===== config.mk =====
export PLATFORM = sky130hd
export DESIGN_NAME = adder_trio_core
export DESIGN_NICKNAME = d
export VERILOG_FILES = /design/src/rtl/adder_pkg.sv /design/src/rtl/cla_block.sv /design/src/rtl/adder_trio_core.sv
export SDC_FILE = /design/constraint.sdc
export NUM_CORES = 1
export LEC_CHECK = 0
export ABC_AREA = 1
export BUFFER_PORTS_ARGS = -buffer_cell sky130_fd_sc_hd__buf_2
export CORE_UTILIZATION = 45
export CTS_CLUSTER_DIAMETER = 100
export DETAILED_ROUTE_END_ITERATION = 6
export PLACE_DENSITY = 0.68
export SLEW_MARGIN = 10
export SYNTH_ARGS = -nofsm -noshare
export SYNTH_HDL_FRONTEND = slang
export SYNTH_SLANG_ARGS = --single-unit
export TNS_END_PERCENT = 1

===== constraint.sdc =====
create_clock -name clk -period 3.55 [get_ports clk]
set_input_delay 0.1775 -clock clk [delete_from_list [all_inputs] [get_ports clk]]
set_output_delay 0.1775 -clock clk [all_outputs]
set_load 0.005 [all_outputs]

===== src/rtl/adder_pkg.sv =====
// Shared constants and the signed-overflow helper for the adder trio.
package adder_pkg;

  localparam int N_DEFAULT   = 32;
  localparam int BLK_DEFAULT = 4;

  // Two's complement overflow of a+b(+cin): operands agree in sign, result does not.
  function automatic logic signed_ovf(input logic a_msb, input logic b_msb, input logic s_msb);
    return (a_msb == b_msb) && (s_msb != a_msb);
  endfunction

endpackage


===== src/rtl/cla_block.sv =====
// BLK-bit carry-lookahead group: flattened lookahead carries plus group generate/propagate.
module cla_block
  import adder_pkg::*;
#(
  parameter int BLK = BLK_DEFAULT
) (
  input  logic [BLK-1:0] i_a,
  input  logic [BLK-1:0] i_b,
  input  logic           i_cin,
  output logic [BLK-1:0] o_sum,
  output logic           o_cout,
  output logic           o_g,
  output logic           o_p,
  output logic           o_c_msb
);

  logic [BLK-1:0] w_g;
  logic [BLK-1:0] w_p;
  logic [BLK:0]   w_c;
  logic           w_grp_g;

  assign w_g = i_a & i_b;
  assign w_p = i_a ^ i_b;

  // Each carry is a sum of products of g/p terms, so no bit waits on its neighbour.
  always_comb begin
    logic w_t;
    w_t     = 1'b0;
    w_c     = '0;
    w_grp_g = 1'b0;
    for (int i = 0; i <= BLK; i++) begin
      w_t = i_cin;
      for (int k = 0; k < i; k++) w_t = w_t & w_p[k];
      w_c[i] = w_t;
      for (int j = 0; j < i; j++) begin
        w_t = w_g[j];
        for (int k = j + 1; k < i; k++) w_t = w_t & w_p[k];
        w_c[i] = w_c[i] | w_t;
      end
    end
    for (int j = 0; j < BLK; j++) begin
      w_t = w_g[j];
      for (int k = j + 1; k < BLK; k++) w_t = w_t & w_p[k];
      w_grp_g = w_grp_g | w_t;
    end
  end

  assign o_sum   = w_p ^ w_c[BLK-1:0];
  assign o_cout  = w_c[BLK];
  assign o_c_msb = w_c[BLK-1];
  assign o_g     = w_grp_g;
  assign o_p     = &w_p;

endmodule


===== src/rtl/adder_trio_core.sv =====
// Registered a+b through lookahead, carry-save and carry-select adders side by side.
// Handshake: in_valid qualifies a/b/cins for one cycle; out_valid follows one cycle later; no ready, every cycle is accepted.
module adder_trio_core
  import adder_pkg::*;
#(
  parameter int N   = N_DEFAULT,
  parameter int BLK = BLK_DEFAULT
) (
  input  logic         clk,
  input  logic         rst,
  input  logic         in_valid,
  input  logic [N-1:0] a,
  input  logic [N-1:0] b,
  input  logic         csave_cin,
  input  logic         csel_cin,
  output logic         out_valid,
  output logic [N-1:0] cla_sum,
  output logic         cla_cout,
  output logic         cla_ovf,
  output logic [N-1:0] csave_sum,
  output logic         csave_cout,
  output logic         csave_ovf,
  output logic [N-1:0] csel_sum,
  output logic         csel_cout,
  output logic         csel_ovf
);

  localparam int NB = N / BLK;

  // Second lookahead level: group carries from group G/P, all in parallel.
  function automatic logic [NB:0] grp_carries(input logic [NB-1:0] g, input logic [NB-1:0] p,
                                              input logic cin);
    logic [NB:0] c;
    logic        t;
    c = '0;
    for (int i = 0; i <= NB; i++) begin
      t = cin;
      for (int k = 0; k < i; k++) t = t & p[k];
      c[i] = t;
      for (int j = 0; j < i; j++) begin
        t = g[j];
        for (int k = j + 1; k < i; k++) t = t & p[k];
        c[i] = c[i] | t;
      end
    end
    return c;
  endfunction

  logic [N-1:0]  w_cla_sum, w_cs_s, w_cs_maj, w_cs_cv, w_cs_sum, w_csel_sum;
  logic [NB-1:0] w_cla_g, w_cla_p, w_cla_bc, w_cla_cm;
  logic [NB-1:0] w_cpa_g, w_cpa_p, w_cpa_bc, w_cpa_cm;
  logic [NB:0]   w_cla_gc, w_cpa_gc;
  logic [NB-1:0][BLK-1:0] w_csel_s0, w_csel_s1;
  logic [NB-1:0] w_csel_co0, w_csel_co1, w_csel_cm0, w_csel_cm1;
  logic [NB-1:0] w_csel_g0, w_csel_p0, w_csel_g1, w_csel_p1;
  logic [N-1:0]  w_cs_c3;
  logic          w_csel_cout, w_csel_cm;
  logic          w_unused;

  assign w_cs_c3  = {{(N-1){1'b0}}, csave_cin};
  assign w_cs_s   = a ^ b ^ w_cs_c3;
  assign w_cs_maj = (a & b) | (a & w_cs_c3) | (b & w_cs_c3);
  assign w_cs_cv  = {w_cs_maj[N-2:0], 1'b0};

  assign w_cla_gc = grp_carries(w_cla_g, w_cla_p, 1'b0);
  assign w_cpa_gc = grp_carries(w_cpa_g, w_cpa_p, 1'b0);

  for (genvar k = 0; k < NB; k++) begin : g_blk
    cla_block #(.BLK(BLK)) u_cla (
      .i_a(a[k*BLK +: BLK]), .i_b(b[k*BLK +: BLK]), .i_cin(w_cla_gc[k]),
      .o_sum(w_cla_sum[k*BLK +: BLK]), .o_cout(w_cla_bc[k]),
      .o_g(w_cla_g[k]), .o_p(w_cla_p[k]), .o_c_msb(w_cla_cm[k])
    );
    cla_block #(.BLK(BLK)) u_cpa (
      .i_a(w_cs_s[k*BLK +: BLK]), .i_b(w_cs_cv[k*BLK +: BLK]), .i_cin(w_cpa_gc[k]),
      .o_sum(w_cs_sum[k*BLK +: BLK]), .o_cout(w_cpa_bc[k]),
      .o_g(w_cpa_g[k]), .o_p(w_cpa_p[k]), .o_c_msb(w_cpa_cm[k])
    );
    cla_block #(.BLK(BLK)) u_sel0 (
      .i_a(a[k*BLK +: BLK]), .i_b(b[k*BLK +: BLK]), .i_cin((k == 0) ? csel_cin : 1'b0),
      .o_sum(w_csel_s0[k]), .o_cout(w_csel_co0[k]),
      .o_g(w_csel_g0[k]), .o_p(w_csel_p0[k]), .o_c_msb(w_csel_cm0[k])
    );
    if (k == 0) begin : g_first
      assign w_csel_s1[k]  = '0;
      assign w_csel_co1[k] = 1'b0;
      assign w_csel_cm1[k] = 1'b0;
      assign w_csel_g1[k]  = 1'b0;
      assign w_csel_p1[k]  = 1'b0;
    end else begin : g_pair
      cla_block #(.BLK(BLK)) u_sel1 (
        .i_a(a[k*BLK +: BLK]), .i_b(b[k*BLK +: BLK]), .i_cin(1'b1),
        .o_sum(w_csel_s1[k]), .o_cout(w_csel_co1[k]),
        .o_g(w_csel_g1[k]), .o_p(w_csel_p1[k]), .o_c_msb(w_csel_cm1[k])
      );
    end
  end

  // Block 0 already saw csel_cin, so its carry-0 copy is always the right one.
  always_comb begin
    logic w_sel_c;
    w_sel_c    = csel_cin;
    w_csel_sum = '0;
    w_csel_cm  = 1'b0;
    for (int k = 0; k < NB; k++) begin
      if (k == 0 || !w_sel_c) begin
        w_csel_sum[k*BLK +: BLK] = w_csel_s0[k];
        w_csel_cm                = w_csel_cm0[k];
        w_sel_c                  = w_csel_co0[k];
      end else begin
        w_csel_sum[k*BLK +: BLK] = w_csel_s1[k];
        w_csel_cm                = w_csel_cm1[k];
        w_sel_c                  = w_csel_co1[k];
      end
    end
    w_csel_cout = w_sel_c;
  end

  assign w_unused = ^{w_cla_bc, w_cpa_bc, w_cpa_cm, w_csel_g0, w_csel_p0, w_csel_g1, w_csel_p1,
                      w_cla_g, w_cla_p, w_cpa_g, w_cpa_p};

  logic         r_valid;
  logic [N-1:0] r_cla_sum, r_csave_sum, r_csel_sum;
  logic         r_cla_cout, r_cla_ovf, r_csave_cout, r_csave_ovf, r_csel_cout, r_csel_ovf;

  always_ff @(posedge clk) begin
    if (rst) begin
      r_valid      <= 1'b0;
      r_cla_sum    <= '0;
      r_cla_cout   <= 1'b0;
      r_cla_ovf    <= 1'b0;
      r_csave_sum  <= '0;
      r_csave_cout <= 1'b0;
      r_csave_ovf  <= 1'b0;
      r_csel_sum   <= '0;
      r_csel_cout  <= 1'b0;
      r_csel_ovf   <= 1'b0;
    end else begin
      r_valid <= in_valid;
      if (in_valid) begin
        r_cla_sum    <= w_cla_sum;
        r_cla_cout   <= w_cla_gc[NB];
        r_cla_ovf    <= w_cla_cm[NB-1] ^ w_cla_gc[NB];
        r_csave_sum  <= w_cs_sum;
        r_csave_cout <= w_cpa_gc[NB] | w_cs_maj[N-1];
        r_csave_ovf  <= signed_ovf(a[N-1], b[N-1], w_cs_sum[N-1]);
        r_csel_sum   <= w_csel_sum;
        r_csel_cout  <= w_csel_cout;
        r_csel_ovf   <= w_csel_cm ^ w_csel_cout;
      end
    end
  end

  assign out_valid  = r_valid;
  assign cla_sum    = r_cla_sum;
  assign cla_cout   = r_cla_cout;
  assign cla_ovf    = r_cla_ovf;
  assign csave_sum  = r_csave_sum;
  assign csave_cout = r_csave_cout;
  assign csave_ovf  = r_csave_ovf;
  assign csel_sum   = r_csel_sum;
  assign csel_cout  = r_csel_cout;
  assign csel_ovf   = r_csel_ovf;

endmodule


==> results of run 1 <==
## synthesized netlist by cell type, drive strengths merged, types with 2 or more instances
cell type and instances:
a211o 2, a211oi 4, a21o 2, a21oi 30, buf 11, clkbuf 24
dfxtp 103, fa 18, ha 87, inv 171, nand2 167, nand3 63
nand3b 3, nand4 17, nor2 175, nor3 14, o211ai 10, o21ai 95
o221ai 18, xnor2 13, xor2 34
## cells by family after synthesis
kind of cell,share of synthesized area
and+or+nand+nor,0.259
AOI/OAI and AO/OA,0.124
buffers and inverters,0.102
DFF,0.271
adders and majority gates,0.190
xor gates and xnor gates,0.0541
## final timing paths
kind / to / slack, ns / cells past startpoint
worst max-delay path: csave_ovf / 0.50 / 22
worst min-delay path: csave_ovf / 0.23 / 5
worst max register to register: csave_cout / 2.79 / 2
worst min register to register: csave_ovf / 0.47 / 2
## repair_timing
item,4_1_cts,5_1_grt
resized for setup,0,1
endpoints found under the setup margin,0,1
endpoints found under the hold margin,0,0
## routing by layer
metal | wire length, um | vias to the layer above | GRT usage
met5 | 0 | - | 0
met4 | 511 | 0 | 0.103
met3 | 711 | 29 | 0.0315
met2 | 9070 | 175 | 0.380
met1 | 9410 | 3310 | 0.302
li1 | - | 3728 | -
## where the power goes
| group | internal, uW | total [uW] | switching [uW] | leakage, uW |
|---|---|---|---|---|
| sequential | 1280 | 1340 | 62.2 | 0.000856 |
| clock | 710 | 1160 | 454 | 0.000164 |
| combinational | 495 | 1230 | 740 | 0.00405 |
| total | 2480 | 3740 | 1260 | 0.00508 |
## metrics by stage
| stage | hold WS, ns | cell area (sq um) | cells | total power [uW] | util |
|---|---|---|---|---|---|
| after floorplan | 0.445 | 7610 | 1065 | 2200 | - |
| after global placement | 0.465 | 8660 | 1428 | 2580 | 0.524 |
| after detailed placement | 0.458 | 8660 | 1428 | 2590 | 0.524 |
| after CTS | 0.207 | 9000 | 1444 | 3770 | 0.545 |
| after global routing | 0.259 | 9010 | 1444 | 3980 | 0.545 |
| final | 0.226 | 9010 | 1444 | 3740 | 0.545 |
## area by class of cell
type	instances	area, sq um	area share
clock buffers	13	250	0.0278
clock inverters	3	90.1	0.0100
inverters	171	642	0.0712
multi-input cells	756	4780	0.531
flip-flops and latches	103	2060	0.229
well taps	220	275	0.0305
repair buffers	178	911	0.101
## registers in the layout (all words and copies together), names as in the netlist
register    flops
cla_cout        1
cla_ovf         1
cla_sum        32
csave_cout      1
csave_ovf       1
csave_sum      32
csel_cout       1
csel_ovf        1
csel_sum       32
out_valid       1
## critical path, stage by stage
cell and delay (ns):
sky130_fd_sc_hd__buf_2 0.12, sky130_fd_sc_hd__ha_1 0.37, sky130_fd_sc_hd__ha_1 0.27, sky130_fd_sc_hd__ha_1 0.21, sky130_fd_sc_hd__o21ai_0 0.15, sky130_fd_sc_hd__nand2_1 0.13
sky130_fd_sc_hd__nand4_1 0.14, sky130_fd_sc_hd__a31oi_2 0.13, sky130_fd_sc_hd__a21o_1 0.22, sky130_fd_sc_hd__nand2_1 0.07, sky130_fd_sc_hd__nand2_1 0.09, sky130_fd_sc_hd__nand2_1 0.08
sky130_fd_sc_hd__nand2_1 0.09, sky130_fd_sc_hd__ha_1 0.21, sky130_fd_sc_hd__nand2_1 0.05, sky130_fd_sc_hd__nand3_1 0.10, sky130_fd_sc_hd__a21oi_1 0.17, sky130_fd_sc_hd__xnor2_1 0.17
sky130_fd_sc_hd__xnor2_1 0.14, sky130_fd_sc_hd__nor2_1 0.05, sky130_fd_sc_hd__nand2_1 0.06, sky130_fd_sc_hd__a21oi_1 0.06
==> run_summary.xml, run 1 <==
<?xml version="1.0" encoding="UTF-8"?>
<metrics>
  <group name="route">
    <metric name="avgViaCountPerCell" unit="">5.02</metric>
    <metric name="wl" unit="um">19700</metric>
    <metric name="drt_pass1_iterations" unit="">5</metric>
    <metric name="drcViolationCount" unit="">0</metric>
    <metric name="avgRoutedWirePerCell" unit="um">13.7</metric>
    <metric name="route.vias.total" unit="">7242</metric>
    <metric name="antenna_violating_nets_post_route" unit="">0</metric>
    <metric name="drt-initial-drc-count" unit="">328</metric>
  </group>
  <group name="critical_path">
    <metric name="start_of_the_worst_register_to_register_path" unit="">csave_cout</metric>
    <metric name="critical_path.startpoint_type" unit="">input port</metric>
    <metric name="criticalPathCategory" unit="">in -&gt; reg</metric>
    <metric name="setup.worst_path.start" unit="">a[1]</metric>
    <metric name="crit_required" unit="ns">3.77</metric>
    <metric name="worst_ep_arrival_time" unit="ns">3.26</metric>
    <metric name="path_max_fanout" unit="">5</metric>
    <metric name="crit_path_end_kind" unit="">flop</metric>
  </group>
  <group name="timing">
    <metric name="setup_violations" unit="">0</metric>
    <metric name="timing.final.ws_setup" unit="ns">0.504</metric>
    <metric name="worst_max_slew_pin_slew" unit="ns">1.07</metric>
    <metric name="setup_tns" unit="ns">0</metric>
    <metric name="timing_limited_maximum_frequency" unit="GHz">0.328</metric>
    <metric name="timing.max_slew.rel_slack" unit="">0.284</metric>
    <metric name="post-route-min-period" unit="ns">3.05</metric>
    <metric name="finalHoldViolations" unit="">0</metric>
    <metric name="rsz_0062_raised_after_global_routing" unit="">false</metric>
    <metric name="finClkSkew" unit="ns">0</metric>
    <metric name="final.period_utilization" unit="">0.858</metric>
    <metric name="slew_violations" unit="">0</metric>
  </group>
  <group name="clock_network">
    <metric name="cts_inserted_buffers" unit="">9</metric>
    <metric name="cts_hold_buf" unit="">0</metric>
    <metric name="worst_setup_hold_path_clk_slew" unit="ns">0.07</metric>
    <metric name="clock_sink_count" unit="">103</metric>
    <metric name="clk_path_buf_depth" unit="">2</metric>
    <metric name="cts.root.buffer_cell" unit="">sky130_fd_sc_hd__clkbuf_16</metric>
    <metric name="clock_insertion_delay_worst_skew" unit="ns">0.35</metric>
    <metric name="cts.repair_timing.setup_buffer_count" unit="">0</metric>
    <metric name="cts.htree.levels" unit="">3</metric>
    <metric name="clock_tree_from_tritoncts" unit="">built</metric>
  </group>
  <group name="global_routing">
    <metric name="antenna_found_initial" unit="">0</metric>
    <metric name="grt_overflow_total" unit="">0</metric>
    <metric name="first_global_vias" unit="">6871</metric>
    <metric name="grt_first_pass_wirelength" unit="um">32700</metric>
    <metric name="global_route_usage_over_all_layers" unit="">0.231</metric>
    <metric name="grt_max_degree" unit="">70</metric>
  </group>
  <group name="floorplan">
    <metric name="dieHeight" unit="um">132</metric>
    <metric name="dieWidth" unit="um">132</metric>
    <metric name="core" unit="sq mm">0.0165</metric>
    <metric name="io_pins" unit="">172</metric>
    <metric name="placementRows" unit="">47</metric>
    <metric name="initial_core_util" unit="">0.461</metric>
    <metric name="floorplan.die_area" unit="sq mm">0.0174</metric>
  </group>
  <group name="cells_and_area">
    <metric name="fill_cells" unit="">1640</metric>
    <metric name="areaGrowthSynthToFinish" unit="%">18.4</metric>
    <metric name="diodes_inserted" unit="">0</metric>
    <metric name="layout.cells.most_common" unit="">sky130_fd_sc_hd__nor2_1</metric>
    <metric name="leading_cell_types_in_the_layout_fill_and_taps_excluded" unit="">sky130_fd_sc_hd__nor2_1, sky130_fd_sc_hd__buf_2, sky130_fd_sc_hd__inv_1</metric>
    <metric name="finalNetCount" unit="">1393</metric>
    <metric name="drive_gt1_frac" unit="">0.193</metric>
  </group>
  <group name="synthesis">
    <metric name="synth.cell_area" unit="sq mm">0.00761</metric>
    <metric name="post_synth_main_area_contributors" unit="">sky130_fd_sc_hd__dfxtp_1, sky130_fd_sc_hd__ha_1, sky130_fd_sc_hd__nor2_1</metric>
    <metric name="post_synth_inst_count" unit="">1065</metric>
    <metric name="synth_async_sr_flop_share" unit="">0</metric>
    <metric name="synthesis_stage_register_bit_count" unit="">103</metric>
    <metric name="yosys.area.top_type_share" unit="">0.271</metric>
    <metric name="synth_edf_count" unit="">0</metric>
    <metric name="synth_fp_nets" unit="">1239</metric>
    <metric name="post_synthesis_cell_type_count" unit="">35</metric>
    <metric name="yosysWarningCount" unit="">0</metric>
    <metric name="synthesis.area_per_instance" unit="sq um">7.15</metric>
    <metric name="synth_seq_area_share" unit="">0.271</metric>
    <metric name="synthFlopType" unit="">sky130_fd_sc_hd__dfxtp_1</metric>
    <metric name="library_cell_occupying_the_most_area_in_the_post_synthesis_netlist" unit="">sky130_fd_sc_hd__dfxtp_1</metric>
  </group>
  <group name="pwr">
    <metric name="cellLeakagePower" unit="uW">0.00508</metric>
    <metric name="power.density_cell_area" unit="mW/mm^2">415</metric>
    <metric name="power.ir.vdd_worst" unit="V">0.000290</metric>
  </group>
  <group name="placement">
    <metric name="placement.io_buffers" unit="">171</metric>
    <metric name="globalplace.congestion" unit="">0.871</metric>
    <metric name="pre_cts_ws" unit="ns">0.0885</metric>
    <metric name="dp_hpwl" unit="um">14700</metric>
  </group>
  <group name="worst_hold_path">
    <metric name="hold_class" unit="">in -&gt; reg</metric>
    <metric name="timing.hold.worst.start" unit="">a[31]</metric>
  </group>
  <group name="run">
    <metric name="timing.max_cap.violations" unit="">0</metric>
  </group>
  <group name="status">
    <metric name="run_status" unit="">finished, final reports clean</metric>
  </group>
</metrics>
Note: power is estimated with default switching activity, not from simulation.
==> inputs of run 2 (changes only) <==
--- a/config.mk
+++ b/config.mk
@@ -11,6 +11,8 @@
 export CTS_CLUSTER_DIAMETER = 100
 export DETAILED_ROUTE_END_ITERATION = 6
 export PLACE_DENSITY = 0.68
+export RECOVER_POWER = 50
+export SETUP_SLACK_MARGIN = 0.15
 export SLEW_MARGIN = 10
 export SYNTH_ARGS = -nofsm -noshare
 export SYNTH_HDL_FRONTEND = slang
==> run 2 against run 1 <==
Register-to-register slack about the same. Cell area decreased by 0.29%. Clock power about the same. Clock skew unchanged. Critical path type unchanged. Critical endpoint unchanged.
==> run_summary.xml, run 2 (same netlist as run 1, synthesis figures left out) <==
<?xml version="1.0" encoding="UTF-8"?>
<metrics>
  <group name="pwr">
    <metric name="power.density_cell_area" unit="mW/mm^2">415</metric>
    <metric name="power.ir.vdd_worst" unit="V">0.000289</metric>
    <metric name="power.switching" unit="uW">1260</metric>
    <metric name="internal_power" unit="uW">2470</metric>
    <metric name="power.share.switching" unit="">0.337</metric>
    <metric name="cellLeakagePower" unit="uW">0.00489</metric>
    <metric name="clkPwrFrac" unit="">0.311</metric>
    <metric name="pwr-share-seq" unit="">0.360</metric>
    <metric name="combPwrFrac" unit="">0.329</metric>
  </group>
  <group name="timing">
    <metric name="worst_max_slew_pin_slew" unit="ns">1.07</metric>
    <metric name="finalHoldViolations" unit="">0</metric>
    <metric name="final.period_utilization" unit="">0.855</metric>
    <metric name="finClkSkew" unit="ns">0</metric>
    <metric name="timing_limited_maximum_frequency" unit="GHz">0.330</metric>
    <metric name="post-route-min-period" unit="ns">3.03</metric>
    <metric name="timing.max_slew.rel_slack" unit="">0.283</metric>
    <metric name="setup_tns" unit="ns">0</metric>
    <metric name="slew_violations" unit="">0</metric>
    <metric name="rsz_0062_raised_after_global_routing" unit="">false</metric>
    <metric name="setup_violations" unit="">0</metric>
  </group>
  <group name="cells_and_area">
    <metric name="post-route-cell-area" unit="sq mm">0.00898</metric>
    <metric name="finalCoreUtilization" unit="">0.544</metric>
    <metric name="areaGrowthSynthToFinish" unit="%">18.0</metric>
    <metric name="finalNetCount" unit="">1396</metric>
    <metric name="fill_cells" unit="">1668</metric>
    <metric name="diodes_inserted" unit="">0</metric>
    <metric name="layout.cells.most_common" unit="">sky130_fd_sc_hd__nor2_1</metric>
    <metric name="drive_gt1_frac" unit="">0.153</metric>
    <metric name="leading_cell_types_in_the_layout_fill_and_taps_excluded" unit="">sky130_fd_sc_hd__nor2_1, sky130_fd_sc_hd__inv_1, sky130_fd_sc_hd__nand2_1</metric>
  </group>
  <group name="clock_network">
    <metric name="clk_path_buf_depth" unit="">2</metric>
    <metric name="clock_tree_from_tritoncts" unit="">built</metric>
    <metric name="clock_insertion_delay_worst_skew" unit="ns">0.35</metric>
    <metric name="cts_inserted_buffers" unit="">9</metric>
    <metric name="clock_sink_count" unit="">103</metric>
    <metric name="cts.root.buffer_cell" unit="">sky130_fd_sc_hd__clkbuf_16</metric>
    <metric name="worst_setup_hold_path_clk_slew" unit="ns">0.07</metric>
    <metric name="cts.htree.levels" unit="">3</metric>
  </group>
  <group name="floorplan">
    <metric name="initial_core_util" unit="">0.461</metric>
    <metric name="io_pins" unit="">172</metric>
    <metric name="core" unit="sq mm">0.0165</metric>
    <metric name="dieHeight" unit="um">132</metric>
    <metric name="placementRows" unit="">47</metric>
    <metric name="floorplan.die_area" unit="sq mm">0.0174</metric>
    <metric name="dieWidth" unit="um">132</metric>
  </group>
  <group name="critical_path">
    <metric name="reg2reg_setup_slack" unit="ns">2.79</metric>
    <metric name="critical_path.most_common_cell" unit="">sky130_fd_sc_hd__nand2_1</metric>
    <metric name="worstPathBufferInverterCount" unit="">3</metric>
    <metric name="critical_path.startpoint_type" unit="">input port</metric>
    <metric name="worstReg2RegEnd" unit="">csave_cout</metric>
    <metric name="critical_path_cell_by_cell" unit="">buf_2, inv_1, fa_1, inv_1, ha_2, ha_1, o21ai_0, nand2_1, nand4_1, a31oi_4, a21o_1, nand2_1, nand2_2, nand2_1, nand2_2, ha_1, nand2_1, nand3_1, a21oi_1, xnor2_1, xnor2_1, nor2_1, nand2_1, a21oi_2</metric>
    <metric name="worst_ep_arrival_time" unit="ns">3.25</metric>
    <metric name="critPathMaxStageDelay" unit="ns">0.41</metric>
    <metric name="criticalPathCategory" unit="">in -&gt; reg</metric>
    <metric name="crit_required" unit="ns">3.77</metric>
    <metric name="r2r.worst_path.cells" unit="">2</metric>
    <metric name="cpLargestDelayFamily" unit="">simple AND/OR/NAND/NOR gates</metric>
    <metric name="timing.critical_path.slowest_stage_cell" unit="">sky130_fd_sc_hd__fa_1</metric>
    <metric name="crit_path_end_kind" unit="">flop</metric>
    <metric name="start_of_the_worst_register_to_register_path" unit="">csave_cout</metric>
    <metric name="path_max_fanout" unit="">3</metric>
  </group>
  <group name="worst_hold_path">
    <metric name="hold_class" unit="">in -&gt; reg</metric>
    <metric name="min_path_cells" unit="">4</metric>
    <metric name="min_to" unit="">cla_sum[0]</metric>
    <metric name="timing.hold.worst.start" unit="">b[0]</metric>
  </group>
  <group name="global_routing">
    <metric name="first_global_vias" unit="">6871</metric>
    <metric name="global_route_usage_over_all_layers" unit="">0.231</metric>
    <metric name="antenna_found_initial" unit="">0</metric>
    <metric name="grt_first_pass_wirelength" unit="um">32700</metric>
    <metric name="grt_max_degree" unit="">70</metric>
    <metric name="grt_overflow_total" unit="">0</metric>
  </group>
  <group name="placement">
    <metric name="globalplace.congestion" unit="">0.871</metric>
    <metric name="placement.io_buffers" unit="">171</metric>
    <metric name="dp_hpwl" unit="um">14700</metric>
    <metric name="place_area" unit="sq mm">0.00866</metric>
  </group>
  <group name="route">
    <metric name="drt_pass1_iterations" unit="">5</metric>
    <metric name="drcViolationCount" unit="">0</metric>
    <metric name="wl" unit="um">19700</metric>
    <metric name="drt-initial-drc-count" unit="">356</metric>
    <metric name="antenna_violating_nets_post_route" unit="">0</metric>
    <metric name="route.vias.total" unit="">7253</metric>
    <metric name="avgRoutedWirePerCell" unit="um">13.6</metric>
    <metric name="avgViaCountPerCell" unit="">5.01</metric>
  </group>
  <group name="run">
    <metric name="timing.max_cap.violations" unit="">0</metric>
  </group>
  <group name="status">
    <metric name="run_status" unit="">finished, final reports clean</metric>
  </group>
</metrics>
-- run 2: area by class of cell --
type	instances	area [sq um]	share of cell area
multi-input combinational	756	4800	0.534
sequential	103	2060	0.229
timing repair buffer	181	865	0.0962
inverter	171	642	0.0714
tap	220	275	0.0306
clock buffer	13	250	0.0279
clock inverter	3	90.1	0.0100
-- run 2: repair_timing --
item / in CTS / in global routing
hold buffers: 0 / 0
endpoints found under the setup margin: 0 / 1
buffers inserted: 0 / 3
endpoints found under the hold margin: 0 / 0
resized for setup: 0 / 6
-- run 2: per-stage QoR --
stage / power [uW] / instances / hold slack, ns / setup slack [ns]
floorplan: 2200 / 1065 / 0.445 / 0.645
CTS: 3770 / 1444 / 0.207 / 0.453
finish: 3730 / 1447 / 0.227 / 0.515
global route: 3980 / 1447 / 0.259 / 0.123
global placement: 2580 / 1428 / 0.465 / 0.199
detailed placement: 2590 / 1428 / 0.458 / 0.0885
-- run 2: worst min-delay path, stage by stage --
cell and delay (ns):
sky130_fd_sc_hd__buf_2 0.09, sky130_fd_sc_hd__ha_1 0.15, sky130_fd_sc_hd__nor2_1 0.05, sky130_fd_sc_hd__nor2_1 0.08
-- run 2: power groups by stage --
stage               Clock (uW)  Sequential (uW)  Combinational, uW
global route              1230             1350               1400
floorplan                    0             1370                827
finish                    1160             1340               1230
detailed placement           0             1370               1230
CTS                       1190             1340               1240
global placement             0             1360               1210
-- run 2: how the worst max path moves through the flow --
stage	start	end	slack, ns	cells after the start
3_3_place_gp	a[0]	csave_ovf	0.20	24
2_1_floorplan	a[2]	csave_ovf	0.64	21
6_report	a[0]	csave_ovf	0.52	24
4_1_cts	a[0]	csave_ovf	0.45	24
3_5_place_dp	a[0]	csave_ovf	0.09	24
5_1_grt	a[0]	csave_ovf	0.12	24
-- run 2: per-layer routing --
| metal | part of all wire | up-vias | GRT usage |
|---|---|---|---|
| met5 | 0 | - | 0 |
| met4 | 0.027 | 0 | 0.103 |
| met3 | 0.038 | 30 | 0.0315 |
| met2 | 0.46 | 165 | 0.380 |
| met1 | 0.47 | 3321 | 0.302 |
| li1 | - | 3737 | - |
==> inputs of run 3 (changes only) <==
--- a/config.mk
+++ b/config.mk
@@ -11,7 +11,7 @@
 export CTS_CLUSTER_DIAMETER = 100
 export DETAILED_ROUTE_END_ITERATION = 6
 export PLACE_DENSITY = 0.68
-export RECOVER_POWER = 50
+export RECOVER_POWER = 25
 export SETUP_SLACK_MARGIN = 0.15
 export SLEW_MARGIN = 10
 export SYNTH_ARGS = -nofsm -noshare
==> run 3 against run 2 <==
Routed wire length is 0.14% lower. Sequential cell count stayed put. Cell area is 0.53% higher. Clock power hardly changed. Worst setup slack better by 0.017 ns. Die area stayed put. Cell count stayed put. Largest power group unchanged. Critical path depth stayed put. Critical path type unchanged. Clock-buffer cell count stayed put. Sequential power hardly changed. Clock skew stayed put.
==> run_summary.xml, run 3 (same netlist as run 1, synthesis figures left out) <==
<?xml version="1.0" encoding="UTF-8"?>
<metrics>
  <group name="status">
    <metric name="run_status" unit="">finished, final reports clean</metric>
  </group>
  <group name="pwr">
    <metric name="design_power_total" unit="uW">3740</metric>
    <metric name="power.ir.vdd_worst" unit="V">0.000289</metric>
    <metric name="power.density_cell_area" unit="mW/mm^2">414</metric>
    <metric name="cellLeakagePower" unit="uW">0.00503</metric>
  </group>
  <group name="clock_network">
    <metric name="clock_insertion_delay_worst_skew" unit="ns">0.35</metric>
    <metric name="worst_setup_hold_path_clk_slew" unit="ns">0.07</metric>
    <metric name="clock_sink_count" unit="">103</metric>
    <metric name="clock_tree_from_tritoncts" unit="">built</metric>
    <metric name="cts.root.buffer_cell" unit="">sky130_fd_sc_hd__clkbuf_16</metric>
    <metric name="cts_hold_buf" unit="">0</metric>
    <metric name="cts.htree.levels" unit="">3</metric>
    <metric name="cts_inserted_buffers" unit="">9</metric>
    <metric name="clk_path_buf_depth" unit="">2</metric>
  </group>
  <group name="critical_path">
    <metric name="reg2reg_setup_slack" unit="ns">2.79</metric>
    <metric name="critical_path.most_common_cell" unit="">sky130_fd_sc_hd__nand2_1</metric>
    <metric name="cp.depth" unit="">24</metric>
    <metric name="critical_path_cell_by_cell" unit="">buf_2, inv_1, fa_1, inv_1, ha_2, ha_1, o21ai_0, nand2_1, nand4_1, a31oi_4, a21o_1, nand2_1, nand2_2, nand2_1, nand2_2, ha_1, nand2_1, nand3_1, a21oi_1, xnor2_1, xnor2_1, nor2_1, nand2_1, a21oi_2</metric>
    <metric name="worst_ep_arrival_time" unit="ns">3.23</metric>
    <metric name="worstPathBufferInverterCount" unit="">3</metric>
    <metric name="criticalPathCategory" unit="">in -&gt; reg</metric>
    <metric name="crit_required" unit="ns">3.77</metric>
    <metric name="path_max_fanout" unit="">3</metric>
    <metric name="critPathMaxStageDelay" unit="ns">0.41</metric>
    <metric name="r2r.worst_path.cells" unit="">2</metric>
    <metric name="crit_path_end_kind" unit="">flop</metric>
    <metric name="critical_path.startpoint_type" unit="">input port</metric>
    <metric name="start_of_the_worst_register_to_register_path" unit="">csave_cout</metric>
    <metric name="cpLargestDelayFamily" unit="">simple AND/OR/NAND/NOR gates</metric>
    <metric name="worstReg2RegEnd" unit="">csave_cout</metric>
    <metric name="timing.critical_path.slowest_stage_cell" unit="">sky130_fd_sc_hd__fa_1</metric>
  </group>
  <group name="floorplan">
    <metric name="dieWidth" unit="um">132</metric>
    <metric name="core" unit="sq mm">0.0165</metric>
    <metric name="floorplan.die_area" unit="sq mm">0.0174</metric>
    <metric name="dieHeight" unit="um">132</metric>
    <metric name="placementRows" unit="">47</metric>
    <metric name="initial_core_util" unit="">0.461</metric>
    <metric name="io_pins" unit="">172</metric>
  </group>
  <group name="worst_hold_path">
    <metric name="hold_class" unit="">in -&gt; reg</metric>
    <metric name="min_path_cells" unit="">4</metric>
    <metric name="min_to" unit="">cla_sum[0]</metric>
    <metric name="timing.hold.worst.start" unit="">b[0]</metric>
  </group>
  <group name="placement">
    <metric name="globalplace.congestion" unit="">0.871</metric>
    <metric name="place_area" unit="sq mm">0.00866</metric>
    <metric name="placement.io_buffers" unit="">171</metric>
    <metric name="dp_hpwl" unit="um">14700</metric>
  </group>
  <group name="route">
    <metric name="antenna_violating_nets_post_route" unit="">0</metric>
    <metric name="wl_met2" unit="um">9090</metric>
    <metric name="met1Wirelength" unit="um">9340</metric>
    <metric name="routed_length_on_met3" unit="um">760</metric>
    <metric name="drt_pass1_iterations" unit="">4</metric>
    <metric name="wl" unit="um">19700</metric>
    <metric name="drt-initial-drc-count" unit="">335</metric>
    <metric name="top_layer_used" unit="">met4</metric>
    <metric name="drcViolationCount" unit="">0</metric>
    <metric name="avgRoutedWirePerCell" unit="um">13.6</metric>
    <metric name="route.vias.total" unit="">7278</metric>
    <metric name="avgViaCountPerCell" unit="">5.03</metric>
  </group>
  <group name="cells_and_area">
    <metric name="areaGrowthSynthToFinish" unit="%">18.7</metric>
    <metric name="diodes_inserted" unit="">0</metric>
    <metric name="finalNetCount" unit="">1396</metric>
    <metric name="leading_cell_types_in_the_layout_fill_and_taps_excluded" unit="">sky130_fd_sc_hd__nor2_1, sky130_fd_sc_hd__inv_1, sky130_fd_sc_hd__buf_2</metric>
    <metric name="finalCoreUtilization" unit="">0.547</metric>
    <metric name="drive_gt1_frac" unit="">0.184</metric>
    <metric name="fill_cells" unit="">1651</metric>
    <metric name="post-route-cell-area" unit="sq mm">0.00903</metric>
    <metric name="layout.cells.most_common" unit="">sky130_fd_sc_hd__nor2_1</metric>
  </group>
  <group name="global_routing">
    <metric name="grt_max_degree" unit="">70</metric>
    <metric name="antenna_found_initial" unit="">0</metric>
    <metric name="global_route_usage_over_all_layers" unit="">0.231</metric>
    <metric name="grt_overflow_total" unit="">0</metric>
    <metric name="grt_first_pass_wirelength" unit="um">32700</metric>
    <metric name="first_global_vias" unit="">6871</metric>
  </group>
  <group name="timing">
    <metric name="post-route-min-period" unit="ns">3.02</metric>
    <metric name="setup_tns" unit="ns">0</metric>
    <metric name="timing_limited_maximum_frequency" unit="GHz">0.331</metric>
    <metric name="setup_violations" unit="">0</metric>
    <metric name="slew_violations" unit="">0</metric>
    <metric name="timing.max_slew.rel_slack" unit="">0.287</metric>
    <metric name="fin_worst_hold_slack" unit="ns">0.230</metric>
    <metric name="finalHoldViolations" unit="">0</metric>
    <metric name="worst_max_slew_pin_slew" unit="ns">1.07</metric>
    <metric name="finClkSkew" unit="ns">0</metric>
    <metric name="final.period_utilization" unit="">0.850</metric>
    <metric name="rsz_0062_raised_after_global_routing" unit="">false</metric>
  </group>
  <group name="run">
    <metric name="timing.max_cap.violations" unit="">0</metric>
  </group>
</metrics>
[run 3: where the power goes]
group,switching (uW),internal (uW)
Combinational,742,497
Sequential,62.8,1280
Clock,450,711
Total,1250,2480
[run 3: worst max path at each step]
stage | startpoint | end
finish | a[0] | csave_ovf
global route | a[0] | csave_ovf
CTS | a[0] | csave_ovf
detailed placement | a[0] | csave_ovf
global placement | a[0] | csave_ovf
floorplan | a[2] | csave_ovf
[run 3: routing by layer]
metal  track usage  up-vias
li1              -     3736
met4         0.103        0
met3        0.0315       30
met5             0        -
met2         0.380      166
met1         0.302     3346
[run 3: tightest hold or removal path, stage by stage]
cell	delay (ns)
sky130_fd_sc_hd__buf_2	0.09
sky130_fd_sc_hd__ha_1	0.15
sky130_fd_sc_hd__nor2_1	0.05
sky130_fd_sc_hd__nor2_1	0.08
[run 3: layout make-up]
type	count	area, sq um	area share
clock buffers	13	250	0.0277
clock inverters	3	90.1	0.00997
inverters	171	642	0.0711
multi-input cells	756	4800	0.532
flip-flops and latches	103	2060	0.228
well taps	220	275	0.0305
repair buffers	181	912	0.101
[run 3: what timing repair did]
item	in CTS	in global routing
setup buffers	0	3
gates resized for setup	0	6
setup endpoints to repair	0	1
endpoints found under the hold margin	0	0
[run 3: stage by stage]
step | setup slack, ns | instances
2_1_floorplan | 0.645 | 1065
3_3_place_gp | 0.199 | 1428
3_5_place_dp | 0.0885 | 1428
4_1_cts | 0.453 | 1444
5_1_grt | 0.123 | 1447
6_report | 0.532 | 1447
